[src/rtl/video_cap_pkg.sv]
// Shared types and default geometry for the defog video capture sink and its stream source.
package video_cap_pkg;

   localparam int H_ACTIVE_DEF   = 1280;
   localparam int V_ACTIVE_DEF   = 720;
   localparam int FIFO_DEPTH_DEF = 16;
   localparam int ADDR_W_DEF     = 32;
   localparam int PIX_W          = 24;

   typedef enum logic [1:0] {
      WAIT_SYNC = 2'd0,
      ACTIVE    = 2'd1,
      DRAIN     = 2'd2
   } cap_state_t;

   typedef struct packed {
      logic [7:0] r;
      logic [7:0] g;
      logic [7:0] b;
   } pixel_t;

endpackage

[src/rtl/video_frame_capture_if.sv]
// Video input stream plus the addressed pixel-write handshake toward the frame buffer.
interface video_frame_capture_if
   import video_cap_pkg::*;
#(
   parameter int ADDR_W = ADDR_W_DEF
);
   logic              hsync;
   logic              vsync;
   logic              en;
   logic [7:0]        r;
   logic [7:0]        g;
   logic [7:0]        b;
   logic              wr_valid;
   logic              wr_ready;
   logic [ADDR_W-1:0] wr_addr;
   logic [PIX_W-1:0]  wr_data;

   // master is the capture block: it consumes video and issues writes.
   modport master (
      input  hsync, vsync, en, r, g, b, wr_ready,
      output wr_valid, wr_addr, wr_data
   );

   modport slave (
      output hsync, vsync, en, r, g, b, wr_ready,
      input  wr_valid, wr_addr, wr_data
   );
endinterface

[src/rtl/sync_fifo.sv]
// First-word-fall-through synchronous FIFO; a pop frees a slot for a same-cycle push when full.
module sync_fifo
   import video_cap_pkg::*;
#(
   parameter int DEPTH = FIFO_DEPTH_DEF,
   parameter int WIDTH = ADDR_W_DEF + PIX_W
) (
   input  logic             clk,
   input  logic             nrst,
   input  logic             push,
   input  logic [WIDTH-1:0] din,
   input  logic             pop,
   output logic [WIDTH-1:0] dout,
   output logic             full,
   output logic             empty
);
   localparam int AW = $clog2(DEPTH);

   logic [WIDTH-1:0] mem [DEPTH];
   logic [AW-1:0]    wr_ptr;
   logic [AW-1:0]    rd_ptr;
   logic [AW:0]      count;
   logic             do_push;
   logic             do_pop;

   assign full    = (count == (AW+1)'(DEPTH));
   assign empty   = (count == '0);
   assign do_pop  = pop & ~empty;
   assign do_push = push & (~full | do_pop);
   // Head is forced to zero while empty so the write port idles at a known value.
   assign dout    = empty ? '0 : mem[rd_ptr];

   always_ff @(posedge clk) begin
      // NOTE: clocked state uses <= so every register samples pre-edge values.
      if (!nrst) begin
         wr_ptr <= '0;
         rd_ptr <= '0;
         count  <= '0;
      end else begin
         if (do_push) wr_ptr <= wr_ptr + 1'b1;
         if (do_pop)  rd_ptr <= rd_ptr + 1'b1;
         case ({do_push, do_pop})
            2'b10:   count <= count + 1'b1;
            2'b01:   count <= count - 1'b1;
            default: count <= count;
         endcase
      end
   end

   // NOTE: storage is not reset; pointers and count alone define which entries are valid.
   always_ff @(posedge clk) begin
      if (do_push) mem[wr_ptr] <= din;
   end

endmodule

[src/rtl/video_frame_capture.sv]
// Turns hsync/vsync/en raster video into addressed frame-buffer writes with per-frame geometry checks.
// Define CAPTURE_BOTTOM_UP_EN for BMP bottom-up row order; default is linear top-down addressing.
module video_frame_capture
   import video_cap_pkg::*;
#(
   parameter int H_ACTIVE   = H_ACTIVE_DEF,
   parameter int V_ACTIVE   = V_ACTIVE_DEF,
   parameter int FIFO_DEPTH = FIFO_DEPTH_DEF,
   parameter int ADDR_W     = ADDR_W_DEF
) (
   input  logic                  clk,
   input  logic                  nrst,
   video_frame_capture_if.master bus,
   output logic                  frame_done,
   output logic [11:0]           frame_cnt,
   output logic                  line_err,
   output logic                  ovf
);
   // Counters saturate one past the nominal size so overlong lines/frames stay distinguishable.
   localparam int CW = $clog2(H_ACTIVE + 2);
   localparam int LW = $clog2(V_ACTIVE + 2);
   localparam logic [CW-1:0]     COL_END  = CW'(H_ACTIVE);
   localparam logic [CW-1:0]     COL_SAT  = CW'(H_ACTIVE + 1);
   localparam logic [LW-1:0]     LINE_END = LW'(V_ACTIVE);
   localparam logic [LW-1:0]     LINE_SAT = LW'(V_ACTIVE + 1);
   localparam logic [ADDR_W-1:0] ROW_STEP = ADDR_W'(H_ACTIVE);
`ifdef CAPTURE_BOTTOM_UP_EN
   localparam bit                BOTTOM_UP = 1'b1;
   localparam logic [ADDR_W-1:0] ROW_BASE0 = ADDR_W'((V_ACTIVE - 1) * H_ACTIVE);
`else
   localparam bit                BOTTOM_UP = 1'b0;
   localparam logic [ADDR_W-1:0] ROW_BASE0 = '0;
`endif

   cap_state_t        state;
   cap_state_t        state_nxt;
   logic              vsync_q;
   logic [CW-1:0]     col;
   logic [LW-1:0]     line;
   logic [ADDR_W-1:0] row_base;
   logic              line_open;
   logic              line_err_q;
   logic              ovf_q;
   logic              frame_done_q;
   logic [11:0]       frame_cnt_q;

   logic              vs_fall;
   logic              pix_act;
   logic              in_range;
   logic              can_push;
   logic              push;
   logic              pop;
   logic              fifo_full;
   logic              fifo_empty;
   logic [CW-1:0]     col_pix;
   logic              open_now;
   logic              line_end;
   logic [LW-1:0]     line_after;
   logic [ADDR_W-1:0] row_base_nxt;
   logic              err_set;
   logic              ovf_set;
   logic              frame_end;
   logic              clear_cnt;
   logic              frame_err;
   pixel_t            pix;
   logic [ADDR_W+PIX_W-1:0] fifo_dout;

   assign pix      = '{r: bus.r, g: bus.g, b: bus.b};
   assign vs_fall  = vsync_q & ~bus.vsync;
   assign pix_act  = (state == ACTIVE) & bus.en;
   assign in_range = (col < COL_END) & (line < LINE_END);
   assign pop      = ~fifo_empty & bus.wr_ready;
   assign can_push = ~fifo_full | pop;
   assign push     = pix_act & in_range & can_push;

   // col_pix counts the current pixel, so a line cut by vsync while en=1 still includes it.
   assign col_pix    = (pix_act && col != COL_SAT) ? col + 1'b1 : col;
   assign open_now   = line_open | pix_act;
   assign line_end   = (state == ACTIVE) & ((line_open & ~bus.en) | (vs_fall & open_now));
   assign line_after = (line_end && line != LINE_SAT) ? line + 1'b1 : line;
   assign row_base_nxt = BOTTOM_UP ? row_base - ROW_STEP : row_base + ROW_STEP;

   assign err_set = (pix_act & ~in_range) | (line_end & (col_pix != COL_END)) | frame_err;
   assign ovf_set = (pix_act & in_range & ~can_push) | ((state == DRAIN) & bus.en);

   always_comb begin
      // NOTE: every output of this block gets a default first so no latch is inferred.
      state_nxt = state;
      frame_end = 1'b0;
      clear_cnt = 1'b0;
      frame_err = 1'b0;
      case (state)
         WAIT_SYNC: begin
            if (vs_fall) begin
               state_nxt = ACTIVE;
               clear_cnt = 1'b1;
            end
         end
         ACTIVE: begin
            if (vs_fall) begin
               state_nxt = DRAIN;
               frame_err = (line_after != LINE_END);
            end
         end
         DRAIN: begin
            if (fifo_empty) begin
               state_nxt = ACTIVE;
               frame_end = 1'b1;
               clear_cnt = 1'b1;
            end
         end
         default: state_nxt = WAIT_SYNC;
      endcase
   end

   always_ff @(posedge clk) begin
      if (!nrst) state <= WAIT_SYNC;
      else       state <= state_nxt;
   end

   always_ff @(posedge clk) begin
      if (!nrst) begin
         vsync_q      <= 1'b0;
         col          <= '0;
         line         <= '0;
         row_base     <= ROW_BASE0;
         line_open    <= 1'b0;
         line_err_q   <= 1'b0;
         ovf_q        <= 1'b0;
         frame_done_q <= 1'b0;
         frame_cnt_q  <= '0;
      end else begin
         vsync_q <= bus.vsync;
         if (clear_cnt) begin
            col       <= '0;
            line      <= '0;
            row_base  <= ROW_BASE0;
            line_open <= 1'b0;
         end else if (state == ACTIVE) begin
            col       <= line_end ? '0 : col_pix;
            line      <= line_after;
            line_open <= open_now & ~line_end;
            if (line_end) row_base <= row_base_nxt;
         end
         // Flags describe the frame just reported; they restart the cycle after frame_done.
         line_err_q   <= (line_err_q & ~frame_done_q) | err_set;
         ovf_q        <= (ovf_q & ~frame_done_q) | ovf_set;
         frame_done_q <= frame_end;
         if (frame_end) frame_cnt_q <= frame_cnt_q + 1'b1;
      end
   end

   sync_fifo #(
      .DEPTH (FIFO_DEPTH),
      .WIDTH (ADDR_W + PIX_W)
   ) u_fifo (
      .clk   (clk),
      .nrst  (nrst),
      .push  (push),
      .din   ({row_base + ADDR_W'(col), pix}),
      .pop   (pop),
      .dout  (fifo_dout),
      .full  (fifo_full),
      .empty (fifo_empty)
   );

   assign bus.wr_valid = ~fifo_empty;
   assign bus.wr_addr  = fifo_dout[ADDR_W+PIX_W-1:PIX_W];
   assign bus.wr_data  = fifo_dout[PIX_W-1:0];

   assign frame_done = frame_done_q;
   assign frame_cnt  = frame_cnt_q;
   assign line_err   = line_err_q;
   assign ovf        = ovf_q;

endmodule

[src/flat_wrapper.sv]
// flat-port wrapper written by rule: the top's interface ports become plain ports
module video_frame_capture_flat import video_cap_pkg::*;
#(
   parameter int H_ACTIVE   = H_ACTIVE_DEF,
   parameter int V_ACTIVE   = V_ACTIVE_DEF,
   parameter int FIFO_DEPTH = FIFO_DEPTH_DEF,
   parameter int ADDR_W     = ADDR_W_DEF
)
  (clk, nrst, frame_done, frame_cnt, line_err, ovf, bus_hsync, bus_vsync, bus_en, bus_r, bus_g, bus_b, bus_wr_ready, bus_wr_valid, bus_wr_addr, bus_wr_data);
  video_frame_capture_if #(.ADDR_W(ADDR_W)) bus_i ();
  input  logic clk;
  input  logic nrst;
  output logic frame_done;
  output logic [11:0] frame_cnt;
  output logic line_err;
  output logic ovf;
  input wire logic [$bits(bus_i.hsync)-1:0] bus_hsync;
  input wire logic [$bits(bus_i.vsync)-1:0] bus_vsync;
  input wire logic [$bits(bus_i.en)-1:0] bus_en;
  input wire logic [$bits(bus_i.r)-1:0] bus_r;
  input wire logic [$bits(bus_i.g)-1:0] bus_g;
  input wire logic [$bits(bus_i.b)-1:0] bus_b;
  input wire logic [$bits(bus_i.wr_ready)-1:0] bus_wr_ready;
  output wire logic [$bits(bus_i.wr_valid)-1:0] bus_wr_valid;
  output wire logic [$bits(bus_i.wr_addr)-1:0] bus_wr_addr;
  output wire logic [$bits(bus_i.wr_data)-1:0] bus_wr_data;
  assign bus_i.hsync = bus_hsync;
  assign bus_i.vsync = bus_vsync;
  assign bus_i.en = bus_en;
  assign bus_i.r = bus_r;
  assign bus_i.g = bus_g;
  assign bus_i.b = bus_b;
  assign bus_i.wr_ready = bus_wr_ready;
  assign bus_wr_valid = bus_i.wr_valid;
  assign bus_wr_addr = bus_i.wr_addr;
  assign bus_wr_data = bus_i.wr_data;
  video_frame_capture #(.H_ACTIVE(H_ACTIVE), .V_ACTIVE(V_ACTIVE), .FIFO_DEPTH(FIFO_DEPTH), .ADDR_W(ADDR_W)) u_core (.clk(clk), .nrst(nrst), .bus(bus_i), .frame_done(frame_done), .frame_cnt(frame_cnt), .line_err(line_err), .ovf(ovf));
endmodule
[config.mk]
export PLATFORM = sky130hd
export DESIGN_NAME = video_frame_capture_flat
export DESIGN_NICKNAME = d
export VERILOG_FILES = /design/src/rtl/video_cap_pkg.sv /design/src/rtl/video_frame_capture_if.sv /design/src/rtl/sync_fifo.sv /design/src/rtl/video_frame_capture.sv /design/src/flat_wrapper.sv
export SDC_FILE = /design/constraint.sdc
export NUM_CORES = 1
export LEC_CHECK = 0
export CORE_MARGIN = 5
export CORE_UTILIZATION = 50
export DETAILED_ROUTE_END_ITERATION = 16
export GPL_ROUTABILITY_DRIVEN = 0
export PLACE_DENSITY = 0.67
export RECOVER_POWER = 50
export SYNTH_ARGS = -nofsm -noshare
export SYNTH_HDL_FRONTEND = slang
export SYNTH_HIERARCHICAL = 1
export SYNTH_SLANG_ARGS = --single-unit
[constraint.sdc]
create_clock -name clk -period 11.9 [get_ports clk]
set_clock_uncertainty 0.2 [all_clocks]
set_input_delay 3.57 -clock clk [delete_from_list [all_inputs] [get_ports clk]]
set_output_delay 3.57 -clock clk [all_outputs]
set_load 0.005 [all_outputs]
== Word-level counts from Yosys, hierarchy flattened ==
Memories as Yosys holds them, arrays and structs flattened. A register that Yosys moved wholly into a read port is not among the register bits.
Index checks and enable logic that the tools add are counted.

* Bits in registers: 85
* RAM bits: 896
* Bits of input ports: 30
* Logic and storage cells: 100
* Memories: 1

* $add $sub $neg: 9
* $lt $le $gt $ge: 2
* Equality and inequality tests: 12
* Muxes and demuxes: 19
* Bitwise operators: 36
* Reduce and logical (&&, ||, !) cells: 8

{| class="wikitable"
|+ Memory list
! memory !! depth !! bits a word !! read ports !! clocked after memory_dff !! wr ports !! line !! source
|-
| u_core.u_fifo.mem || 16 || 56 || 1 || 1 || 1 || sync_fifo.sv:19 || <nowiki>logic [WIDTH-1:0] mem [DEPTH];</nowiki>
|}

{| class="wikitable"
|+ Operators by type and width
! kind !! count
|-
| 56-bit two-way mux || 1
|-
| 32-bit by 11-bit adder with 32-bit output || 1
|-
| 32-bit by 11-bit adder with 32-bit output, second input constant || 1
|-
| 11-bit two-way mux || 2
|-
| 11-bit inequality test, second input constant || 2
|-
| 10-bit inequality test, second input constant || 2
|-
| 1-bit AND || 18
|-
| 12-bit by 1-bit adder with 12-bit output, second input constant || 1
|-
| 11-bit by 1-bit adder with 11-bit output, second input constant || 1
|-
| 11-bit < comparator, second input constant || 1
|-
| 10-bit by 1-bit adder with 10-bit output, second input constant || 1
|-
| 10-bit < comparator, second input constant || 1
|-
| 10-bit two-way mux || 1
|-
| 5-bit one-hot mux with 2 select lines || 1
|-
| 1-bit NOT || 9
|-
| 1-bit OR || 9
|-
| 4-bit by 1-bit adder with 4-bit output, second input constant || 2
|-
| 4-bit two-way mux || 2
|-
| 1-bit two-way mux || 7
|-
| 2-bit two-way mux || 3
|-
| 2-bit by 1-bit inequality test with 1-bit output, second input constant || 3
|-
| 2-bit one-hot mux with 3 select lines || 1
|-
| 5-bit by 1-bit adder with 5-bit output, second input constant || 1
|-
| 5-bit == test, second input constant || 1
|-
| other kinds (11) || 14
|}

== Longest topological paths before layout ==
* Word-level depth: 13
* Gate-level depth with buffers: 15

== Hierarchy ==
The synthesis kept the hierarchy.

{| class="wikitable"
|+ By module, submodules not included
! module !! instances !! cells an instance !! area each (um^2) !! sequential area each (um^2)
|-
| sync_fifo || 1 || 1,499 || 35,002.3 || 27,246.1
|-
| video_frame_capture || 1 || 463 || 3,788.6 || 1,281.2
|}

== Worst setup path before layout ==
OpenSTA, ideal clock, no wires.

* Path type: input to register
* From: in bus_en
* To: mem u_core/u_fifo/mem[0][0] (netlist bit) (enable)
* Library setup time: 608 ps
* Arrival: 10,069 ps
* Data required time: 11,092 ps
* Slack: 1,023 ps
* Cell stages on the path: 5
* Buffers on the path: 1
* Cells stage by stage: nand3b_1 -> a211oi_1 -> o21ai_1 -> buf_4 -> nor4_1

* Longest elaborated chain between the ends: 6

{| class="wikitable"
|+ RTL lines
! what !! line !! source
|-
| start, declared || flat_wrapper.sv:19 || <nowiki>input wire logic [$bits(bus_i.en)-1:0] bus_en;</nowiki>
|-
| 1-bit AND || video_frame_capture.sv:70 || <nowiki>assign pix_act = (state == ACTIVE) & bus.en;</nowiki>
|-
| 1-bit AND (2 in series) || video_frame_capture.sv:74 || <nowiki>assign push = pix_act & in_range & can_push;</nowiki>
|-
| via u_core.push || video_frame_capture.sv:51 || <nowiki>logic push;</nowiki>
|-
| 1-bit AND || sync_fifo.sv:29 || <nowiki>assign do_push = push & (~full | do_pop);</nowiki>
|-
| 1-bit two-way mux || sync_fifo.sv:52 || <nowiki>if (do_push) mem[wr_ptr] <= din;</nowiki>
|-
| 1-bit two-way mux (not written as such) || sync_fifo.sv:52 ||
|-
| end, declared || sync_fifo.sv:19 ||
|}

The timed path passes the listed nets, and every way through them passes these cells.

==> summary.txt <==
CTS
  • CTS HTree Levels: 3
  • Cts hold-fix bufs: 0
  • Clock transition at path regs: 0.06 ns
  • Max clock buf depth: 3
  • # clock sinks: 977
  • # resized after CTS: 0
  • CTS tree: built
  • Clock latency at the later pin of the worst-skew pair: 0.65 ns
  • Clk root buf: clkbuf_16
  • Post-CTS setup buffers: 0
  • CTS Buf Count: 98

Route
  • Vias: 19180
  • Post-DRT Antenna Nets: 0
  • Residual DRC count: 0
  • Initial DRT Pass Iterations: 5
  • Final WL: 83900 µm
  • WL/cell: 26.10 µm
  • Drt first-iter violations: 1859
  • Vias/cell: 5.965

Floorplanning
  • Die Wd: 288.5 µm
  • Die H: 288.5 µm
  • Ports: 102
  • Total core area: 77210 µm²
  • Die ar.: 83250 µm²
  • Num rows: 102
  • Initial Util: 50.24%

Run
  • Max Cap Violations: 1

STA
  • Max-Slew Margin vs Limit: -12.28%
  • Fin crit share: 66.96%
  • Setup_tns: 0 ns
  • Worst Setup Slack, final: 3.932 ns
  • Min Tclk post-route: 7.968 ns
  • Final setup vio count: 0
  • Slew Limit Fails: 37
  • Final Hold Viols: 0
  • Worst-Margin Slew: 1.684 ns
  • Fmax: 0.1255 GHz
  • Unrepaired setup endpoints after global routing: no

Min path
  • Hold depth: 2
  • Hold Crit Start: u_core/line_open
  • Hold Path Class: flip-flop to flip-flop

Setup path
  • Reg2reg setup slack: 6.74 ns
  • CP required: 8.13 ns
  • Critical path class: flip-flop to output port
  • Reg2reg path depth: 9
  • CP arrival: 4.20 ns
  • CP Capture Type: output port
  • CP Max Fanout: 49
  • Critical Path Source Type: flip-flop
  • FF-to-FF Start: u_core/u_fifo/count[1]

Logic synthesis
  • Post-synthesis cell count: 1962
  • Largest family of logic cells by synthesized area: multiplexers
  • Asr flop ratio synth: 0%
  • Fraction of the mapped netlist area in simple logic gates: 4.783%
  • Post-synthesis compound-gate area fraction: 2.764%
  • YS warnings: 6
  • XOR/XNOR Fraction of Synth Area: 1.671%
  • Post-synth EDFFs: 896
  • Adder-cell share of the synthesized area: 0.6515%
  • Top FF cell, synth: edfxtp_1
  • Synth unique cells: 69
  • Syn_nets: 2011
  • Cell area after synthesis: 38790 µm²
  • Mean Syn Cell Area: 19.77 µm²
  • Proportion of synthesized area in mux cells: 14.98%
  • Sequential cell area fraction in the yosys report: 73.54%
  • Post-synthesis register bit count: 977

Placed design
  • HPWL after detailed placement: 42670 µm
  • Port bufs: 100
  • Pre-CTS setup slack: 3.435 ns

Finish
  • Antenna diode count: 0
  • Nets: 2142
  • Fraction of layout cells with a size suffix above 1: 22.85%
  • Area Overhead vs Synth: 13.64%

Global routing
  • GRT Util Overall: 20.39%
  • GRT overflow: 0
  • Global-route wire length before repair: 126200 µm
  • Largest net degree at the start of global routing: 109
  • Vias in the first global route: 19780
  • Initial antenna violation count: 3

Power and ir drop
  • Leak Pwr: 13.83 nW
  • Maximum VDD drop: 115.7 µV
  • Power Density: 154.3 nW/µm²

Run status
  • Failing checks: capacitance limit, slew limit
  • Outcome: complete, but fails checks
[cells in the mapped netlist, types with 5 or more instances]
master	count	area [µm²]
edfxtp_1	896	26910
mux4_2	224	5045
nor2_1	97	364.1
dfxtp_1	81	1622
nor2b_1	64	400.4
a221o_1	53	530.5
mux2_2	53	596.8
buf_2	49	245.2
nand2_1	44	165.2
xnor2_1	44	385.4
clkbuf_1	38	142.6
xor2_1	30	262.8
inv_1	24	90.09
nand3_1	21	105.1
nor3_1	18	90.09
a21oi_1	17	85.08
ha_1	17	212.7
mux2i_1	17	170.2
nand4_1	17	106.4
and2_1	15	93.84
nand2b_1	14	87.58
o21ai_0	12	60.06
a211oi_1	9	67.56
buf_6	8	90.09
nor4_1	7	43.79
or3_1	7	43.79
buf_1	6	22.52
o21a_1	6	45.04
a31oi_1	5	31.28
[registers in the layout, indices dropped and copies added (netlist names), named ones only]
| name | flops |
|---|---|
| u_core/vsync_q | 1 |
| u_core/ovf | 1 |
| u_core/state | 2 |
| u_core/row_base | 24 |
| u_core/frame_cnt | 12 |
| u_core/col | 11 |
| u_core/u_fifo/mem | 896 |
| u_core/line_open | 1 |
| u_core/u_fifo/count | 5 |
| u_core/line | 10 |
| u_core/line_err | 1 |
| u_core/frame_done | 1 |
| u_core/u_fifo/wr_ptr | 4 |
| u_core/u_fifo/rd_ptr | 4 |
[stage by stage]
stage / hold WS, ns / std cells / utilization, % / power, mW / area [µm²]
after floorplan: 0.2555 / 1962 / - / 3.850 / 38790
after global placement: 0.2774 / 3033 / 53.08 / 3.921 / 40990
after detailed placement: 0.2898 / 3033 / 53.08 / 3.925 / 40990
after CTS: 0.3040 / 3215 / 57.12 / 6.871 / 44100
after global routing: 0.3303 / 3215 / 57.09 / 7.028 / 44080
final: 0.2979 / 3215 / 57.09 / 6.800 / 44080
[worst paths after layout]
| check | endpoint |
|---|---|
| setup / recovery | bus_wr_addr[15] |
| hold / removal | u_core/line_open |
| setup reg to reg | u_core/u_fifo/mem[11][27] |
| hold reg to reg | u_core/line_open |
[kinds of logic (layout without fill, tap and decap cells)]
group,Yosys count,after routing
buffers and inverters,130,343
and+or+nand+nor,339,339
adders and majority gates,19,19
DFF,977,977
AOI/OAI and AO/OA,129,129
xor gates and xnor gates,74,74
muxes,294,294
[worst max-delay path, stage by stage (launching register included)]
cell	delay (ns)
dfxtp_2	0.31
buf_4	0.69
a21boi_4	0.30
buf_4	0.37
and2_1	0.51
buf_4	0.40
a221o_1	0.36
clkdlybuf4s50_1	0.57
[cells in the final DEF (no fill, tap or decap), drive strengths merged, types with 7 or more instances in the layout]
cell type | Yosys | final
edfxtp | 896 | 896
mux4 | 224 | 224
clkbuf | 40 | 127
nor2 | 98 | 98
dfxtp | 81 | 81
nor2b | 64 | 64
clkdlybuf4s50 | 0 | 60
mux2 | 53 | 53
a221o | 53 | 53
clkinv | 0 | 46
nand2 | 44 | 44
xnor2 | 44 | 44
dlygate4sd3 | 0 | 40
buf | 66 | 34
xor2 | 30 | 30
inv | 24 | 27
nand3 | 23 | 23
nor3 | 20 | 20
a21oi | 18 | 18
o21ai | 18 | 18
nand4 | 17 | 17
mux2i | 17 | 17
ha | 17 | 17
nand2b | 15 | 15
and2 | 15 | 15
nor4 | 12 | 12
a211oi | 9 | 9
or3 | 7 | 7
[metal layers]
| metal | up-vias | GRT usage [%] | share of wire [%] |
|---|---|---|---|
| li1 | 8236 | - | - |
| met1 | 10150 | 29.74 | 42 |
| met2 | 684 | 32.92 | 49 |
| met3 | 105 | 3.125 | 7.0 |
| met4 | 2 | 5.101 | 2.0 |
| met5 | - | 0 | 0.012 |
[area by class of cell]
type	count	area, µm²
inverter	24	90.09
sequential	977	28540
multi-input combinational	855	9729
timing repair buffer	137	1305
clock inverter	58	462.9
tap	1040	1301
fill	5679	33130
clock buffer	124	2655
[report_power, final]
group / switching [mW] / total, mW / leakage (nW) / internal, mW
Combinational: 0.0705 / 0.122 / 3.26 / 0.0516
Sequential: 0.00529 / 3.73 / 9.04 / 3.72
Clock: 1.24 / 2.95 / 1.53 / 1.71
Total: 1.32 / 6.80 / 13.8 / 5.48
Note: power is estimated with default switching activity, not from simulation.
==> RTL change: new RTL, config.mk and constraints unchanged <==
Reset style: asynchronous (`nrst`), changed in 3 clocked blocks.
--- a/src/rtl/sync_fifo.sv
+++ b/src/rtl/sync_fifo.sv
@@ -30,7 +30,7 @@
    // Head is forced to zero while empty so the write port idles at a known value.
    assign dout    = empty ? '0 : mem[rd_ptr];
 
-   always_ff @(posedge clk) begin
+   always_ff @(posedge clk or negedge nrst) begin
       // NOTE: clocked state uses <= so every register samples pre-edge values.
       if (!nrst) begin
          wr_ptr <= '0;
--- a/src/rtl/video_frame_capture.sv
+++ b/src/rtl/video_frame_capture.sv
@@ -113,12 +113,12 @@
       endcase
    end
 
-   always_ff @(posedge clk) begin
+   always_ff @(posedge clk or negedge nrst) begin
       if (!nrst) state <= WAIT_SYNC;
       else       state <= state_nxt;
    end
 
-   always_ff @(posedge clk) begin
+   always_ff @(posedge clk or negedge nrst) begin
       if (!nrst) begin
          vsync_q      <= 1'b0;
          col          <= '0;
Function: differs if nrst is asserted again (counterexample within 4 cycles, from zero or initial values and one cycle with nrst low); with nrst held inactive, the same outputs for 4 cycles.
==> RTL change against the unedited design <==
The flow still finishes with violations (max-capacitance violations, max-slew violations); setup slack lost 1000 ps; area after synthesis shrank 0.57%; cell area shrank 0.66%; maximum frequency shrank 11%; routed wire length shrank 0.18%; critical path depth is the same; die area shrank 0.55%; first-iteration DRC count shrank 13%; worst hold slack lost 2.9 ps; sequential cell count shrank 4; largest cell class unchanged.
Power is not compared: it rests on default switching activity, and its combinational part moved more than twofold at a synthesized area within 25%.
==> RTL change: results (changes against the unedited design) <==
[clocking]
clockBufferDepth=3  ; unchanged
clkLatencyLatePin_ps=630  ; -20 ps
post_cts_resized=0  ; unchanged

[placed_design]
hpwl_um=42100  ; -1.3%
place_inst=2988  ; -1.5%
place_area_um2=40800  ; -0.44%

[grt]
grt_pass1_wl_um=126000  ; +0.17%
antenna_found_initial=2  ; -1
grt_pass1_vias=20100  ; +1.4%
grt_max_degree=115  ; +5.5%
grt_use_total_pct=20.4  ; +0.031 points

[yosys]
syn_area_per_cell_um2=20.1  ; +1.4%
synth_area_leaders=edfxtp_1, mux4_2, dfrtp_1, mux2i_1, o21ai_0
async_flop_share_pct=7.91  ; +7.9 points
synth_fp_nets=1971  ; -2.0%
yosysSeqAreaShare_pct=74.8  ; +1.2 points
synth_common_cells=edfxtp_1, mux4_2, o21ai_0

[cells_and_area]
largest_register_ffs=896  ; unchanged
layout-drive-gt1-share_pct=20.2  ; -2.7 points
fillers=5550  ; -2.3%
nNetsFinal=2107  ; -1.6%

[detailed_routing]
initialDrtViolationCount=1620  ; -13%
met2_length_um=40800  ; +0.19%
dr.pass1.iters=5  ; unchanged
totalWireLength_um=83700  ; -0.18%
vias_per_cell=6.07  ; +1.7%
met1_length_um=36100  ; +1.5%
dr_wl_met3_um=5340  ; -8.8%
highest_layer=met4
wl_per_cell_um=26.5  ; +1.5%

[critical_path]
critPathSlowestCell=nor4_1
arrival_ps=5230  ; +1030 ps
critical_path.top_delay_family=simple AND/OR/NAND/NOR gates
slowest_delay_ps=1790  ; +1100 ps
worstPathMaxFanout=15  ; -69%

[sta]
relSlewSlack_pct=-187  ; -170 points
slew_viol_final=115  ; +210%
post-route-period-util_pct=75.7  ; +8.7 points

[run_status]
violations=max-capacitance violations, max-slew violations
status=finished with violations

[flow_run]
maxCapViolations=3  ; +2

[worst_hold_path]
hold_path.class=reg2reg

-- RTL change: metrics by stage --
stage | utilization [%] | worst slack (ps)
after global routing | 57.5 | 2700
after global placement | 53.6 | 4050
final | 57.5 | 2900
after floorplan | - | 1740
after detailed placement | 53.6 | 4000
after CTS | 57.5 | 3740
-- RTL change: where the power goes --
| group | internal [uW] | total (uW) | switching, uW |
|---|---|---|---|
| clock network | 1700 | 2910 | 1210 |
| logic | 1300 | 2650 | 1350 |
| registers | 3920 | 4100 | 173 |
-- RTL change: routing by layer --
| metal | up-vias | global-route usage [%] |
|---|---|---|
| met5 | - | 0 |
| met4 | 0 | 4.26 |
| met3 | 112 | 3.56 |
| met2 | 604 | 33.1 |
| met1 | 10300 | 29.8 |
| li1 | 8171 | - |
-- RTL change: cells by family after synthesis --
kind of cell | share of synthesized area (%)
fa+ha+maj | 0.603
flops | 74.8
xor+xnor | 1.41
mux | 15.0
simple gates | 3.21
buf+inv | 1.45
compound gates | 3.54
-- RTL change: final timing paths --
path	startpoint	slack, ps	end	depth (start not counted)
worst max-delay path	u_core/u_fifo/count[1]$_DFFE_PN0P_	2900	bus_wr_addr[31]	7
worst min-delay path	u_core/frame_cnt[11]$_DFFE_PN0P_	290	u_core/frame_cnt[11]$_DFFE_PN0P_	1
worst max register to register	u_core/u_fifo/count[1]$_DFFE_PN0P_	6470	u_core/row_base[28]$_DFFE_PN0P_	10
worst min register to register	u_core/frame_cnt[11]$_DFFE_PN0P_	290	u_core/frame_cnt[11]$_DFFE_PN0P_	1
max in group asynchronous	nrst	4190	u_core/u_fifo/rd_ptr[3]$_DFFE_PN0N_	1
min in group asynchronous	nrst	4250	u_core/line[4]$_DFFE_PN0P_	1
-- RTL change: area by class of cell --
class	instances	share of cell area, %
clock inverter	45	0.903
sequential	973	65.9
multi-input combinational	826	21.1
tap	1030	2.94
clock buffer	127	6.01
inverter	22	0.189
timing repair buffer	138	2.95
